--- config.mk ---
export PLATFORM = sky130hd
export DESIGN_NAME = uart_rx_cfg
export DESIGN_NICKNAME = d
export VERILOG_FILES = /design/src/rtl/uart_rx_cfg.sv
export SDC_FILE = /design/constraint.sdc
export NUM_CORES = 1
export LEC_CHECK = 0
export CAP_MARGIN = 30
export CORE_MARGIN = 4
export CORE_UTILIZATION = 40
export DETAILED_ROUTE_END_ITERATION = 16
export PLACE_DENSITY = 0.53
export SYNTH_ARGS = -nofsm -noshare
export SYNTH_HDL_FRONTEND = slang
export SYNTH_SLANG_ARGS = --single-unit
export TNS_END_PERCENT = 50
--- constraint.sdc ---
create_clock -name clk100 -period 4.6 [get_ports clk100]
set_input_delay 0.92 -clock clk100 [delete_from_list [all_inputs] [get_ports clk100]]
set_output_delay 0.92 -clock clk100 [all_outputs]
set_load 0.02 [all_outputs]
--- src/rtl/uart_rx_cfg.sv ---
// uart_rx_cfg: configurable UART receiver with 3-sample majority voting,
// framing/parity error flags, break detection and a small receive FIFO.
module uart_rx_cfg #(
  parameter int unsigned CLK_DIV    = 868,
  parameter int unsigned DATA_BITS  = 8,
  parameter int unsigned PARITY     = 0,
  parameter int unsigned STOP_BITS  = 1,
  parameter int unsigned FIFO_DEPTH = 4
) (
  input  logic                 clk100,
  input  logic                 reset,
  input  logic                 rx,
  input  logic                 rd_en,
  output logic [DATA_BITS-1:0] data,
  output logic                 valid,
  output logic                 frame_err,
  output logic                 parity_err,
  output logic                 overrun,
  output logic                 break_det
);

  localparam int unsigned PW = (FIFO_DEPTH > 1) ? $clog2(FIFO_DEPTH) : 1;
  localparam int unsigned CW = PW + 1;
  localparam int unsigned EW = DATA_BITS + 2;
  localparam int unsigned BW = $clog2(DATA_BITS);
  localparam logic [15:0]   TMR_HALF = 16'(CLK_DIV / 2 + 1);
  localparam logic [15:0]   TMR_BIT  = 16'(CLK_DIV - 1);
  localparam logic [BW-1:0] LAST_BIT = BW'(DATA_BITS - 1);
  localparam logic [CW-1:0] FULL_CNT = CW'(FIFO_DEPTH);

  typedef enum logic [2:0] {
    S_IDLE, S_START, S_DATA, S_PARITY, S_STOP, S_BREAK_WAIT
  } state_t;

  state_t               r_state, w_state_nxt;
  logic                 r_sync1, r_sync2;
  logic                 w_rx_s;
  logic [15:0]          r_timer;
  logic                 r_smp2, r_smp1;
  logic                 w_maj, w_tick, w_last_stop, w_brk;
  logic [BW-1:0]        r_bit_cnt;
  logic                 r_stop_cnt;
  logic [DATA_BITS-1:0] r_shift;
  logic                 r_par_bit, r_par_err, r_ferr;
  logic                 r_wr_req;
  logic [EW-1:0]        r_wr_entry;
  logic                 r_break_det;

  logic [EW-1:0]        r_mem [FIFO_DEPTH];
  logic [PW-1:0]        r_wr_ptr, r_rd_ptr, w_rd_ptr_nxt;
  logic [CW-1:0]        r_count, w_count_nxt;
  logic                 w_pop, w_push, w_ovr, w_full;
  logic [EW-1:0]        r_head, w_head_nxt;
  logic                 r_valid, r_overrun;

  assign w_rx_s      = r_sync2;
  assign w_tick      = (r_timer == 16'd0);
  assign w_maj       = (r_smp2 & r_smp1) | (r_smp2 & w_rx_s) | (r_smp1 & w_rx_s);
  assign w_last_stop = (r_state == S_STOP) && w_tick && ((STOP_BITS == 1) || r_stop_cnt);
  // Break: all-zero data, zero parity bit (if any) and every stop bit low.
  assign w_brk       = w_last_stop && (r_shift == '0) && ((PARITY == 0) || !r_par_bit)
                       && !w_maj && ((STOP_BITS == 1) || r_ferr);

  // Two-flop synchroniser for the asynchronous serial line.
  always_ff @(posedge clk100) begin
    if (reset) begin
      r_sync1 <= 1'b1;
      r_sync2 <= 1'b1;
    end else begin
      r_sync1 <= rx;
      r_sync2 <= r_sync1;
    end
  end

  // FSM state register.
  always_ff @(posedge clk100) begin
    if (reset) r_state <= S_IDLE;
    else       r_state <= w_state_nxt;
  end

  // FSM next-state logic.
  always_comb begin
    w_state_nxt = r_state;
    case (r_state)
      S_IDLE:       if (!w_rx_s) w_state_nxt = S_START;
      S_START:      if (w_tick) w_state_nxt = w_maj ? S_IDLE : S_DATA;
      S_DATA:       if (w_tick && (r_bit_cnt == LAST_BIT))
                      w_state_nxt = (PARITY != 0) ? S_PARITY : S_STOP;
      S_PARITY:     if (w_tick) w_state_nxt = S_STOP;
      S_STOP:       if (w_last_stop) w_state_nxt = (w_maj && !w_brk) ? S_IDLE : S_BREAK_WAIT;
      S_BREAK_WAIT: if (w_rx_s) w_state_nxt = S_IDLE;
      default:      w_state_nxt = S_IDLE;
    endcase
  end

  // Bit timer, majority samples, shift register and frame result capture.
  always_ff @(posedge clk100) begin
    if (reset) begin
      r_timer     <= '0;
      r_smp2      <= 1'b1;
      r_smp1      <= 1'b1;
      r_bit_cnt   <= '0;
      r_stop_cnt  <= 1'b0;
      r_shift     <= '0;
      r_par_bit   <= 1'b0;
      r_par_err   <= 1'b0;
      r_ferr      <= 1'b0;
      r_wr_req    <= 1'b0;
      r_wr_entry  <= '0;
      r_break_det <= 1'b0;
    end else begin
      r_wr_req    <= 1'b0;
      r_break_det <= 1'b0;
      if (r_timer == 16'd2) r_smp2 <= w_rx_s;
      if (r_timer == 16'd1) r_smp1 <= w_rx_s;
      case (r_state)
        S_IDLE: begin
          if (!w_rx_s) begin
            r_timer    <= TMR_HALF;
            r_bit_cnt  <= '0;
            r_stop_cnt <= 1'b0;
            r_par_bit  <= 1'b0;
            r_par_err  <= 1'b0;
            r_ferr     <= 1'b0;
          end
        end
        S_START, S_DATA, S_PARITY, S_STOP: begin
          r_timer <= w_tick ? TMR_BIT : r_timer - 16'd1;
          if (w_tick) begin
            case (r_state)
              S_START: r_bit_cnt <= '0;
              S_DATA: begin
                r_shift   <= {w_maj, r_shift[DATA_BITS-1:1]};
                r_bit_cnt <= r_bit_cnt + BW'(1);
              end
              S_PARITY: begin
                r_par_bit <= w_maj;
                r_par_err <= (PARITY == 1) ? ~(^r_shift ^ w_maj) : (^r_shift ^ w_maj);
              end
              default: begin
                if (!w_maj) r_ferr <= 1'b1;
                r_stop_cnt <= 1'b1;
                if (w_last_stop) begin
                  if (w_brk) begin
                    r_break_det <= 1'b1;
                  end else begin
                    r_wr_req   <= 1'b1;
                    r_wr_entry <= {r_shift, r_ferr | ~w_maj, r_par_err};
                  end
                end
              end
            endcase
          end
        end
        default: ;
      endcase
    end
  end

  // FIFO control: pop only when valid; a write into a full FIFO is legal only with a pop.
  assign w_full       = (r_count == FULL_CNT);
  assign w_pop        = rd_en && r_valid;
  assign w_push       = r_wr_req && (!w_full || w_pop);
  assign w_ovr        = r_wr_req && w_full && !w_pop;
  assign w_rd_ptr_nxt = w_pop ? r_rd_ptr + PW'(1) : r_rd_ptr;
  assign w_count_nxt  = r_count + CW'(w_push) - CW'(w_pop);

  // Next head: bypass the entry being written when it becomes the head.
  always_comb begin
    w_head_nxt = r_mem[w_rd_ptr_nxt];
    if (w_count_nxt == '0)                            w_head_nxt = '0;
    else if (w_push && (w_rd_ptr_nxt == r_wr_ptr))    w_head_nxt = r_wr_entry;
  end

  // FIFO storage.
  always_ff @(posedge clk100) begin
    if (w_push) r_mem[r_wr_ptr] <= r_wr_entry;
  end

  // FIFO pointers, count and registered outputs.
  always_ff @(posedge clk100) begin
    if (reset) begin
      r_wr_ptr  <= '0;
      r_rd_ptr  <= '0;
      r_count   <= '0;
      r_head    <= '0;
      r_valid   <= 1'b0;
      r_overrun <= 1'b0;
    end else begin
      if (w_push) r_wr_ptr <= r_wr_ptr + PW'(1);
      r_rd_ptr  <= w_rd_ptr_nxt;
      r_count   <= w_count_nxt;
      r_head    <= w_head_nxt;
      r_valid   <= (w_count_nxt != '0);
      r_overrun <= w_ovr;
    end
  end

  assign data       = r_head[EW-1:2];
  assign frame_err  = r_head[1];
  assign parity_err = r_head[0];
  assign valid      = r_valid;
  assign overrun    = r_overrun;
  assign break_det  = r_break_det;

endmodule

After elaboration in Yosys (flattened, before gate mapping). Memories as Yosys holds them, arrays and structs flattened. A register that Yosys moved wholly into a read port is not among the register bits. Cells that the tools add are included.

Multiplexer cells: 29. Reduce and logical (&&, ||, !) cells: 32. Equality and inequality tests: 20. Shift operators: 0. Add/sub/neg operators: 6. Divide/modulo/power cells: 0. Bitwise operators: 13. $mul: 0. Order comparisons: 0.

Operators by type and width (number): $mux 16 (2); $pmux 16 s2 (1); $mux 3 (9); $ne 2x2->1 const B (10); $pmux 3 s6 (1); $eq 16x1->1 const B (1); $eq 16x2->1 const B (1); $logic_not 16->1 (1); $sub 16x1->16 const B (1); $eq 3x3->1 const B (4); $pmux 3 s2 (2); $mux 1 (10); $reduce_and 5->1 (2); $logic_and 1x1->1 (9); $logic_not 8->1 (1); $reduce_and 4->1 (2); $reduce_xor 8->1 (1); $reduce_or 7->1 (1); $eq 3x2->1 const B (2); $logic_not 3->1 (2); $not 1->1 (6); $reduce_and 6->1 (1); $add 2x1->2 const B (2); $logic_not 1->1 (4); other kinds (18) (24).

Memories: 1. Output and inout bits: 13. Bits in latches: 0. Register bits: 57. Word-level logic and storage cells: 119. Bits of input ports: 4. RAM bits: 40. Memory bits (read-only): 0.

Memory list: r_mem (words 4, bits a word 10, read ports 1, clocked after Yosys merged registers in 1, write ports 1, line 49) `logic [EW-1:0] r_mem [FIFO_DEPTH];`.

Longest topological paths before layout. Gate-level depths: netlist (run 1).

Depth after elaboration: 10. Gate-level depth with buffers: 13. Mapped depth without buffers: 11.

Worst setup path after synthesis (run 1). Ideal clock, no wire load.

Path type: input port to flip-flop. Start point: in rd_en. End point: reg r_head[0], read port of r_mem. Setup time: 70 ps. Stages: 13. Path buffers: 2. Arrival: 3163 ps. Path slack: 1366 ps. Data required time: 4530 ps. Cell sequence: nand2_1 > clkinv_1 > clkbuf_1 > ha_1 > inv_1 > ha_1 > fa_1 > xnor2_1 > xnor2_1 > a21oi_1 > clkbuf_1 > o21ai_0 > a21oi_1.

Cells in the longest elaborated chain, start to end: 7.

Ends and longest elaborated chain: from (decl) (line 13) `input logic rd_en,`; $logic_and 1x1->1 (*) (line 162) `assign w_pop = rd_en && r_valid;`; $logic_or 1x1->1 (line 163) `assign w_push = r_wr_req && (!w_full || w_pop);`; $logic_and 1x1->1 (line 163); $add 3x1->3 (line 166) `assign w_count_nxt = r_count + CW'(w_push) - CW'(w_pop);`; $sub 3x1->3 (line 166); $logic_not 3->1 (line 171) `if (w_count_nxt == '0) w_head_nxt = '0;`; $reduce_or 2->1 (no source line); to (decl) (line 53) `logic [EW-1:0] r_head, w_head_nxt;`.

Every way passes the cells marked *; elsewhere a longest branch is shown, timed or not. A chain may end at the register's enable or synchronous reset.

Worst setup path after layout (run 1).
Start point: in rd_en. End point: reg r_head[7], read port of r_mem.

The elaborated chain is that of the path after synthesis.

==> flow_summary_export.csv, run 1 <==
group,metric,value,unit
status,status,"finished clean",
logic_synthesis,async_flop_share,0,
logic_synthesis,ys_top_cells_by_count,"dfxtp_1 (67), nor2_1 (45), edfxtp_1 (40)",
detailed_routing,routedWlPerCell,15.5,um
die,die_area,14300,um^2
timing,slew_headroom,0.383,
power_and_ir_drop,ir_drop,188,uV
timing,whs,0.425,ns
clock_tree,post-cts-setup-buffers,0,
detailed_routing,totalWireLength,10400,um
logic_synthesis,synth_compound_area_frac,0.144,
timing,worst_pin_slew,0.920,ns
logic_synthesis,synth.most_common_cell,"dfxtp_1",
place,routabilityCongestion,0.824,
finish,fin_nets,520,
finish,antenna_cells,0,
timing,tns,0,ns
logic_synthesis,synthCells,496,
clock_tree,cts-resized-gates,0,
critical_path,path_class,"in -> reg",
die,core_area,12100,um^2
detailed_routing,dr.pass1.iters,4,
clock_tree,hold_buffers,0,
clock_tree,cts_made_buffers,9,
place,io_buffers,16,
flow_run,max-cap-violations,0,
logic_synthesis,synth_edf_count,40,
logic_synthesis,synth_area_leaders,"dfxtp_1 (27%), edfxtp_1 (24%), a21oi_1 (3.8%)",
finish,area_growth,11.8,%
logic_synthesis,syn_avg_cell_area,10.1,um^2
power_and_ir_drop,p_leak,0.00195,uW
detailed_routing,drc_errors,0,
clock_tree,cts_tree,"done",
timing,hold_violations,0,
critical_path,cp-start-kind,"input port",
min_path,hold_class,"reg -> reg",
logic_synthesis,syn_nets,516,
finish,fillers,1171,
timing,finalCritPeriodShare,0.834,
critical_path,arrival,4.11,ns
clock_tree,cts.path.max_buffers,2,
global_route,grt_pass1_vias,3534,
die,fp-row-count,40,
logic_synthesis,yosysWarnings,0,
clock_tree,clk_pin_slew,0.07,ns
logic_synthesis,synth_seq_cells,107,
timing,rsz0062_at_grt,"no",
min_path,hold_path_depth,1,
logic_synthesis,synth.largest_area_cell,"dfxtp_1",
die,io_pins,17,
timing,drv_slew,0,
critical_path,rr_worst_depth,12,
place,dp_hpwl,6830,um
clock_tree,cts-root-buf,"clkbuf_16",
logic_synthesis,ys_types,59,
timing,fmax,261,MHz
detailed_routing,drt_iter0_markers,166,
logic_synthesis,yosys.area_share.simple,0.189,
logic_synthesis,synth_top_cell_area_share,0.268,
clock_tree,htreeDepth,3,
logic_synthesis,synth-main-ff-cell,"dfxtp_1",
critical_path,crit_path_end_kind,"flop",
timing,fin_skew,0.00728,ns
logic_synthesis,synth-adder-area-share,0.0436,
global_route,antenna_found_initial,0,
finish,drive_above_1_share,0.0950,
logic_synthesis,synth.area.mux_share,0.0466,
global_route,grt.overflow.total,0,
detailed_routing,avgViaCountPerCell,5.37,
detailed_routing,vias,3611,
global_route,grt_pass1_wl,17700,um
die,initial_core_util,0.413,
die,die_h,120,um
critical_path,crit_required,4.88,ns
critical_path,crit_path_max_fanout,15,
logic_synthesis,ys_seq_area_frac,0.509,
clock_tree,cts_num_sinks,107,
logic_synthesis,syn-cell-area,5000,um^2
detailed_routing,drtAntennaViolNets,0,
clock_tree,clk-insertion-delay-late,0.35,ns
global_route,grtUsageTotal,0.152,
logic_synthesis,synth-xor-area-share,0.0280,
logic_synthesis,synth_top_family_by_area,"simple AND/OR/NAND/NOR gates",
timing,timing.final.crit_period,3.84,ns
die,die_w,120,um
global_route,grt_max_degree,46,
power_and_ir_drop,power_density,444,nW/um^2
timing,setup_viol,0,
## per-stage QoR
step / cells / instance area (um^2) / total power, uW / util / worst slack, ns
3_5_place_dp: 657 / 5300 / 1730 / 0.437 / 0.424
6_report: 673 / 5590 / 2480 / 0.461 / 0.763
2_1_floorplan: 496 / 5000 / 1560 / - / 1.37
4_1_cts: 673 / 5590 / 2510 / 0.461 / 0.770
5_1_grt: 673 / 5590 / 2630 / 0.461 / 0.549
3_3_place_gp: 656 / 5270 / 1720 / 0.435 / 0.566
## critical path, cell delays in order
cell	delay (ns)
clkdlybuf4s50_1	0.45
nand2_1	0.12
buf_4	0.23
clkinv_1	0.12
ha_1	0.29
inv_1	0.04
ha_1	0.19
fa_1	0.39
xnor2_1	0.19
xnor2_1	0.10
a21oi_1	0.65
o21ai_0	0.24
a21oi_1	0.17
## metal layers
layer  global-route usage  wire [um]  up-vias
met5                    0          0        -
met1                0.198       4980     1715
met3               0.0316        314       12
met4               0.0666        176        0
met2                0.246       4930       60
li1                     -          -     1824
## flip-flops by register name, indices dropped and copies added, names as in the netlist
register and cells:
r_rd_ptr 2, r_state 3, r_wr_req 1, r_wr_ptr 2, r_count 3, r_wr_entry 10
r_sync1 1, r_par_err 1, r_sync2 1, r_smp2 1, r_bit_cnt 3, valid 1
r_smp1 1, r_timer 16, r_ferr 1, break_det 1, r_head 10, overrun 1
r_mem 40, r_shift 8
## power breakdown
group / switching (uW) / internal (uW)
clock: 345 / 424
combinational: 364 / 260
sequential: 44.4 / 1050
total: 754 / 1730
## path summary, 6_finish.rpt
path / to / slack (ns) / from
hold / removal: r_sync2 / 0.42 / r_sync1
setup reg to reg: r_head[7] / 1.48 / valid
hold reg to reg: r_sync2 / 0.42 / r_sync1
setup / recovery: r_head[7] / 0.76 / rd_en
## final cells by class
class | count | area (um^2) | area share
timing repair buffer | 22 | 220 | 0.0394
multi-input combinational | 342 | 2250 | 0.403
tap | 168 | 210 | 0.0376
sequential | 107 | 2540 | 0.455
clock buffer | 10 | 229 | 0.0410
inverter | 18 | 67.6 | 0.0121
clock inverter | 6 | 65.1 | 0.0116
## kinds of logic (layout without fill, tap and decap cells)
kind of cell,count (synthesis),count (layout)
and+or+nand+nor,178,178
muxes,22,22
xor gates and xnor gates,16,16
AOI/OAI and AO/OA,109,109
DFF,107,107
buffers and inverters,47,56
adders and majority gates,17,17
## cells in the final DEF (no fill, tap or decap), types with 5 or more instances in the layout
master / Yosys / layout
dfxtp_1: 67 / 67
nor2_1: 45 / 45
edfxtp_1: 40 / 40
a21oi_1: 38 / 38
o21ai_0: 27 / 27
nand2_1: 26 / 26
nor3_1: 26 / 26
inv_1: 17 / 17
ha_1: 15 / 15
clkdlybuf4s50_1: 0 / 15
nand3_1: 14 / 14
xnor2_1: 14 / 14
and3_1: 13 / 13
mux2i_1: 12 / 12
nor3b_1: 11 / 11
a221o_1: 10 / 10
mux2_2: 10 / 10
nor4_1: 10 / 10
clkbuf_16: 0 / 9
a211oi_1: 5 / 5
buf_4: 0 / 5
Power figures use the tool's default switching activity.
==> run 2: changes to the inputs <==
- PLACE_DENSITY: 0.53 -> 0.55
- clock period: 4.6 -> 3.2 ns (I/O delays scaled with it)
==> flow_summary_export.csv, run 2 (synthesized netlist as in run 1, its figures left out) <==
group,metric,value,unit
critical_path,cp_cell_sequence,"clkdlybuf4s50_1 -> nand2_1 -> a31o_2 -> ha_1 -> inv_1 -> ha_1 -> fa_1 -> xnor2_1 -> xnor2_1 -> a21oi_1 -> buf_4 -> o21ai_0 -> a21oi_1",
critical_path,slowest_delay,0.48,ns
detailed_routing,avgViaCountPerCell,5.40,
critical_path,crit_required,3.48,ns
place,routabilityCongestion,0.826,
detailed_routing,drc_errors,0,
clock_tree,cts.path.max_buffers,2,
critical_path,cp-start-kind,"input port",
finish,utilization,0.464,
global_route,grt.overflow.total,0,
clock_tree,clk_pin_slew,0.07,ns
critical_path,path_class,"in -> reg",
clock_tree,cts_tree,"done",
clock_tree,hold_buffers,0,
critical_path,reg2reg_to,"r_wr_entry[9]",
place,dp_hpwl,6890,um
die,die_area,14300,um^2
finish,seqCellArea,2540,um^2
min_path,worstHoldStart,"r_sync1",
clock_tree,cts-resized-gates,0,
finish,fillers,1170,
finish,top_register,"r_mem",
power_and_ir_drop,ir_drop,308,uV
finish,area_growth,12.4,%
clock_tree,cts-root-buf,"clkbuf_16",
power_and_ir_drop,pwr-share-seq,0.435,
min_path,hold_path_depth,1,
finish,multi_input_area,2250,um^2
clock_tree,cts_num_sinks,107,
die,initial_core_util,0.413,
die,io_pins,17,
critical_path,arrival,3.27,ns
timing,fin_skew,0.00651,ns
timing,rsz0062_at_grt,"no",
clock_tree,cts_made_buffers,9,
die,die_h,120,um
critical_path,rr_worst_depth,8,
critical_path,crit_buf_inv,3,
min_path,whs_endpoint,"r_sync2",
detailed_routing,met2_length,4730,um
timing,setup_viol,0,
die,die_w,120,um
critical_path,path_delay_family,"adder cells",
detailed_routing,top_layer,"met4",
power_and_ir_drop,internal-power,2520,uW
die,fp-row-count,40,
critical_path,crit_path_max_fanout,11,
detailed_routing,wl_met3,419,um
global_route,grt_pass1_wl,17800,um
clock_tree,htreeDepth,3,
timing,worst_pin_slew,0.723,ns
timing,finalCritPeriodShare,0.932,
finish,layout_common_cells,"dfxtp_1 (67), nor2_1 (45), edfxtp_1 (40), a21oi_1 (38), o21ai_0 (27)",
power_and_ir_drop,p_leak,0.00197,uW
critical_path,r2r_slack,0.51,ns
finish,final_common_cell,"dfxtp_1",
power_and_ir_drop,p_clk_frac,0.306,
global_route,grt_pass1_vias,3516,
finish,largest_register_ffs,40,
detailed_routing,totalWireLength,10300,um
timing,whs,0.417,ns
timing,slew_headroom,0.516,
clock_tree,clk-insertion-delay-late,0.35,ns
detailed_routing,wirelength_met1,4890,um
detailed_routing,routedWlPerCell,15.2,um
timing,drv_slew,0,
power_and_ir_drop,power_density,642,nW/um^2
status,status,"finished clean",
finish,drive_above_1_share,0.109,
timing,tns,0,ns
power_and_ir_drop,p_comb_frac,0.259,
critical_path,r2r_start,"r_timer[0]",
global_route,antenna_found_initial,0,
timing,hold_violations,0,
detailed_routing,vias,3669,
global_route,grt_max_degree,46,
timing,timing.final.crit_period,2.98,ns
place,io_buffers,16,
finish,reg_top3,"r_mem x40, r_timer x16",
detailed_routing,drtAntennaViolNets,0,
power_and_ir_drop,power,3610,uW
finish,antenna_cells,0,
power_and_ir_drop,p_switching,1090,uW
critical_path,crit_path_end_kind,"flop",
clock_tree,post-cts-setup-buffers,0,
global_route,grtUsageTotal,0.153,
timing,fmax,335,MHz
flow_run,max-cap-violations,0,
finish,fin_nets,527,
die,core_area,12100,um^2
detailed_routing,drt_iter0_markers,232,
critical_path,slowest_stage,"clkdlybuf4s50_1",
min_path,hold_class,"reg -> reg",
power_and_ir_drop,sw_frac_of_total,0.303,
detailed_routing,dr.pass1.iters,4,
run 2: cell count changes in the layout (fill, tap and decap cells not counted):
cell        change
clkbuf_1        -1
buf_4           +8
clkinv_4        -2
clkinv_2        +1
clkinvlp_4      +2
buf_16          -1
run 2: layer usage:
layer  up-vias  global-route usage
li1       1838                   -
met1      1737               0.205
met2        71               0.236
met3        23              0.0259
met4         0              0.0838
met5         -                   0
run 2: worst reg2reg max path: stages, from the launching register on:
cell and delay [ns]:
dfxtp_1 0.37, inv_1 0.11, ha_1 0.23, or3b_2 0.54, or4_4 0.63, nor3_2 0.21, buf_4 0.22, mux2i_1 0.20
nor2_1 0.05
run 2: worst max-delay path by stage:
| stage | slack [ns] | cells past startpoint | startpoint | end |
|---|---|---|---|---|
| finish | 0.22 | 13 | rd_en | r_head[6] |
| global route | 0.04 | 13 | rd_en | r_head[2] |
| CTS | 0.23 | 13 | rd_en | r_head[6] |
| detailed placement | -0.14 | 13 | rd_en | r_head[6] |
| global placement | -0.06 | 13 | rd_en | r_head[7] |
| floorplan | 0.25 | 13 | rd_en | r_head[0] |
run 2: power by group through the flow:
stage / clock, uW / combinational [uW] / sequential, uW
after global routing: 1190 / 1030 / 1590
after detailed placement: 0 / 935 / 1600
after floorplan: 0 / 580 / 1660
after global placement: 0 / 917 / 1600
final: 1100 / 936 / 1570
after CTS: 1140 / 937 / 1570
run 2: layout make-up:
| type | instances | share of cell area |
|---|---|---|
| Clock inverter | 7 | 0.0120 |
| Clock buffer | 9 | 0.0401 |
| Multi-Input combinational cell | 342 | 0.401 |
| Timing Repair Buffer | 29 | 0.0450 |
| Tap cell | 168 | 0.0374 |
| Sequential cell | 107 | 0.452 |
| Inverter | 18 | 0.0120 |
run 2: metrics by stage:
step	cell area (um^2)	cells	setup slack (ns)
2_1_floorplan	5000	496	0.246
3_3_place_gp	5330	664	-0.0631
3_5_place_dp	5330	664	-0.139
4_1_cts	5620	680	0.228
5_1_grt	5620	680	0.0416
6_report	5620	680	0.218
==> run 3: changes to the inputs <==
- CORE_UTILIZATION: 40 -> 55
- PLACE_DENSITY: 0.55 -> 0.73
==> flow_summary_export.csv, run 3 (synthesized netlist as in run 1, its figures left out) <==
group,metric,value,unit
finish,top_register,"r_mem",
critical_path,cp_cell_sequence,"clkdlybuf4s50_1 -> nand2_1 -> a31o_2 -> ha_1 -> inv_1 -> ha_1 -> fa_1 -> xnor2_1 -> xnor2_1 -> a21oi_4 -> o21ai_0 -> a21oi_1",
critical_path,r2r_slack,0.50,ns
timing,fin_skew,0.0160,ns
timing,hold_violations,0,
detailed_routing,dr.pass1.iters,5,
die,initial_core_util,0.570,
detailed_routing,drt_iter0_markers,124,
finish,final_common_cell,"dfxtp_1",
timing,slew_headroom,0.468,
timing,fmax,336,MHz
clock_tree,post-cts-setup-buffers,0,
power_and_ir_drop,pwr-share-seq,0.457,
die,die_h,103,um
min_path,hold_class,"reg -> reg",
min_path,worstHoldStart,"r_sync1",
place,dp_hpwl,6840,um
finish,largest_register_ffs,40,
clock_tree,cts.path.max_buffers,2,
global_route,grtUsageTotal,0.203,
finish,fin_nets,526,
die,io_pins,17,
power_and_ir_drop,power_density,628,nW/um^2
clock_tree,cts_num_sinks,107,
timing,setup_viol,0,
detailed_routing,drtAntennaViolNets,0,
power_and_ir_drop,p_clk_frac,0.270,
critical_path,path_class,"in -> reg",
critical_path,crit_path_end_kind,"flop",
min_path,hold_path_depth,1,
critical_path,crit_path_max_fanout,11,
finish,antenna_cells,0,
finish,area_growth,9.86,%
finish,finalInstanceArea,5490,um^2
finish,utilization,0.627,
timing,rsz0062_at_grt,"no",
detailed_routing,avgViaCountPerCell,6.00,
place,io_buffers,16,
power_and_ir_drop,p_comb_frac,0.273,
timing,drv_slew,0,
global_route,grt.overflow.total,0,
finish,fillers,705,
critical_path,arrival,3.27,ns
global_route,grt_pass1_vias,3568,
place,dp.cells,603,
place,dpl-instance-area,5250,um^2
critical_path,reg2reg_to,"r_wr_entry[2]",
power_and_ir_drop,sw_frac_of_total,0.315,
clock_tree,htreeDepth,3,
power_and_ir_drop,p_switching,1090,uW
finish,reg_top3,"r_mem x40, r_timer x16",
critical_path,startpoint,"rd_en",
die,die_w,103,um
place,routabilityCongestion,0.915,
flow_run,max-cap-violations,0,
power_and_ir_drop,p_leak,0.00194,uW
critical_path,crit_required,3.49,ns
min_path,whs_endpoint,"r_sync2",
timing,worst_pin_slew,0.791,ns
power_and_ir_drop,internal-power,2360,uW
clock_tree,hold_buffers,0,
timing,finalCritPeriodShare,0.930,
critical_path,slowest_delay,0.48,ns
die,core_area,8760,um^2
critical_path,slowest_stage,"clkdlybuf4s50_1",
clock_tree,cts_tree,"done",
finish,finalNonFillerCells,619,
status,status,"finished clean",
global_route,grt_pass1_wl,17200,um
global_route,antenna_found_initial,0,
detailed_routing,drc_errors,0,
global_route,grt_max_degree,37,
detailed_routing,totalWireLength,9970,um
timing,timing.final.crit_period,2.98,ns
clock_tree,clk_pin_slew,0.10,ns
critical_path,cp-start-kind,"input port",
timing,whs,0.420,ns
clock_tree,cts_made_buffers,9,
clock_tree,clk-insertion-delay-late,0.37,ns
critical_path,rr_worst_depth,8,
detailed_routing,vias,3716,
finish,drive_above_1_share,0.112,
die,fp-row-count,34,
detailed_routing,routedWlPerCell,16.1,um
clock_tree,cts-root-buf,"clkbuf_8",
die,die_area,10700,um^2
finish,layout_common_cells,"dfxtp_1 (67), nor2_1 (45), edfxtp_1 (40), a21oi_1 (37), o21ai_0 (27)",
critical_path,r2r_start,"r_timer[0]",
power_and_ir_drop,ir_drop,297,uV
## run 3: cell count changes in the layout (fill, tap and decap cells not counted), sizes merged
cell	delta
buf	-1
bufinv	+1
clkinvlp	-2
clkinv	+1
## run 3: what timing repair did
item | 4_1_cts | 5_1_grt
gates resized for setup | 1 | 1
pin swaps | 0 | 0
endpoints found under the setup margin | 9 | 8
## run 3: metrics by stage
| step | total power [uW] | TNS (ns) | setup WS (ns) |
|---|---|---|---|
| after CTS | 3460 | 0 | 0.133 |
| after global routing | 3640 | 0 | 0.0893 |
| after floorplan | 2240 | 0 | 0.246 |
| after global placement | 2490 | -3.80 | -0.382 |
| after detailed placement | 2520 | -4.36 | -0.457 |
| final | 3450 | 0 | 0.224 |
## run 3: worst max path at each step
stage                      to  slack, ns  cells after the start
floorplan           r_head[0]       0.25                     13
global placement    r_head[5]      -0.38                     12
detailed placement  r_head[2]      -0.46                     12
CTS                 r_head[2]       0.13                     12
global route        r_head[3]       0.09                     12
finish              r_head[2]       0.22                     12
## run 3: area by class of cell
cell class / instances / area, um^2 / area share
Multi-Input combinational cell: 342 / 2270 / 0.413
Sequential cell: 107 / 2540 / 0.463
Clock buffer: 9 / 124 / 0.0226
Timing Repair Buffer: 28 / 245 / 0.0447
Tap cell: 108 / 135 / 0.0246
Clock inverter: 7 / 111 / 0.0203
Inverter: 18 / 67.6 / 0.0123
## run 3: worst max-delay path: cells and delay by family
| kind | cells | cell delay [ns] |
|---|---|---|
| adder cells (fa/ha/maj) | 3 | 0.84 |
| XOR/XNOR | 2 | 0.36 |
| AND/OR/NAND/NOR | 1 | 0.07 |
| AO/OA/AOI/OAI | 4 | 0.83 |
| buffers and inverters | 2 | 0.52 |
## run 3: power by group through the flow
stage | clock, uW | sequential, uW | combinational [uW]
6_report | 931 | 1580 | 942
5_1_grt | 1010 | 1590 | 1040
4_1_cts | 956 | 1580 | 926
3_5_place_dp | 0 | 1610 | 912
3_3_place_gp | 0 | 1600 | 883
2_1_floorplan | 0 | 1660 | 580
## run 3: layer usage
layer	wire length (um)	GRT usage	vias to the layer above	part of all wire
met5	0	0	-	0
met4	169	0.0867	0	0.017
met3	462	0.0262	17	0.046
met1	4460	0.272	1776	0.45
li1	-	-	1829	-
met2	4880	0.331	94	0.49
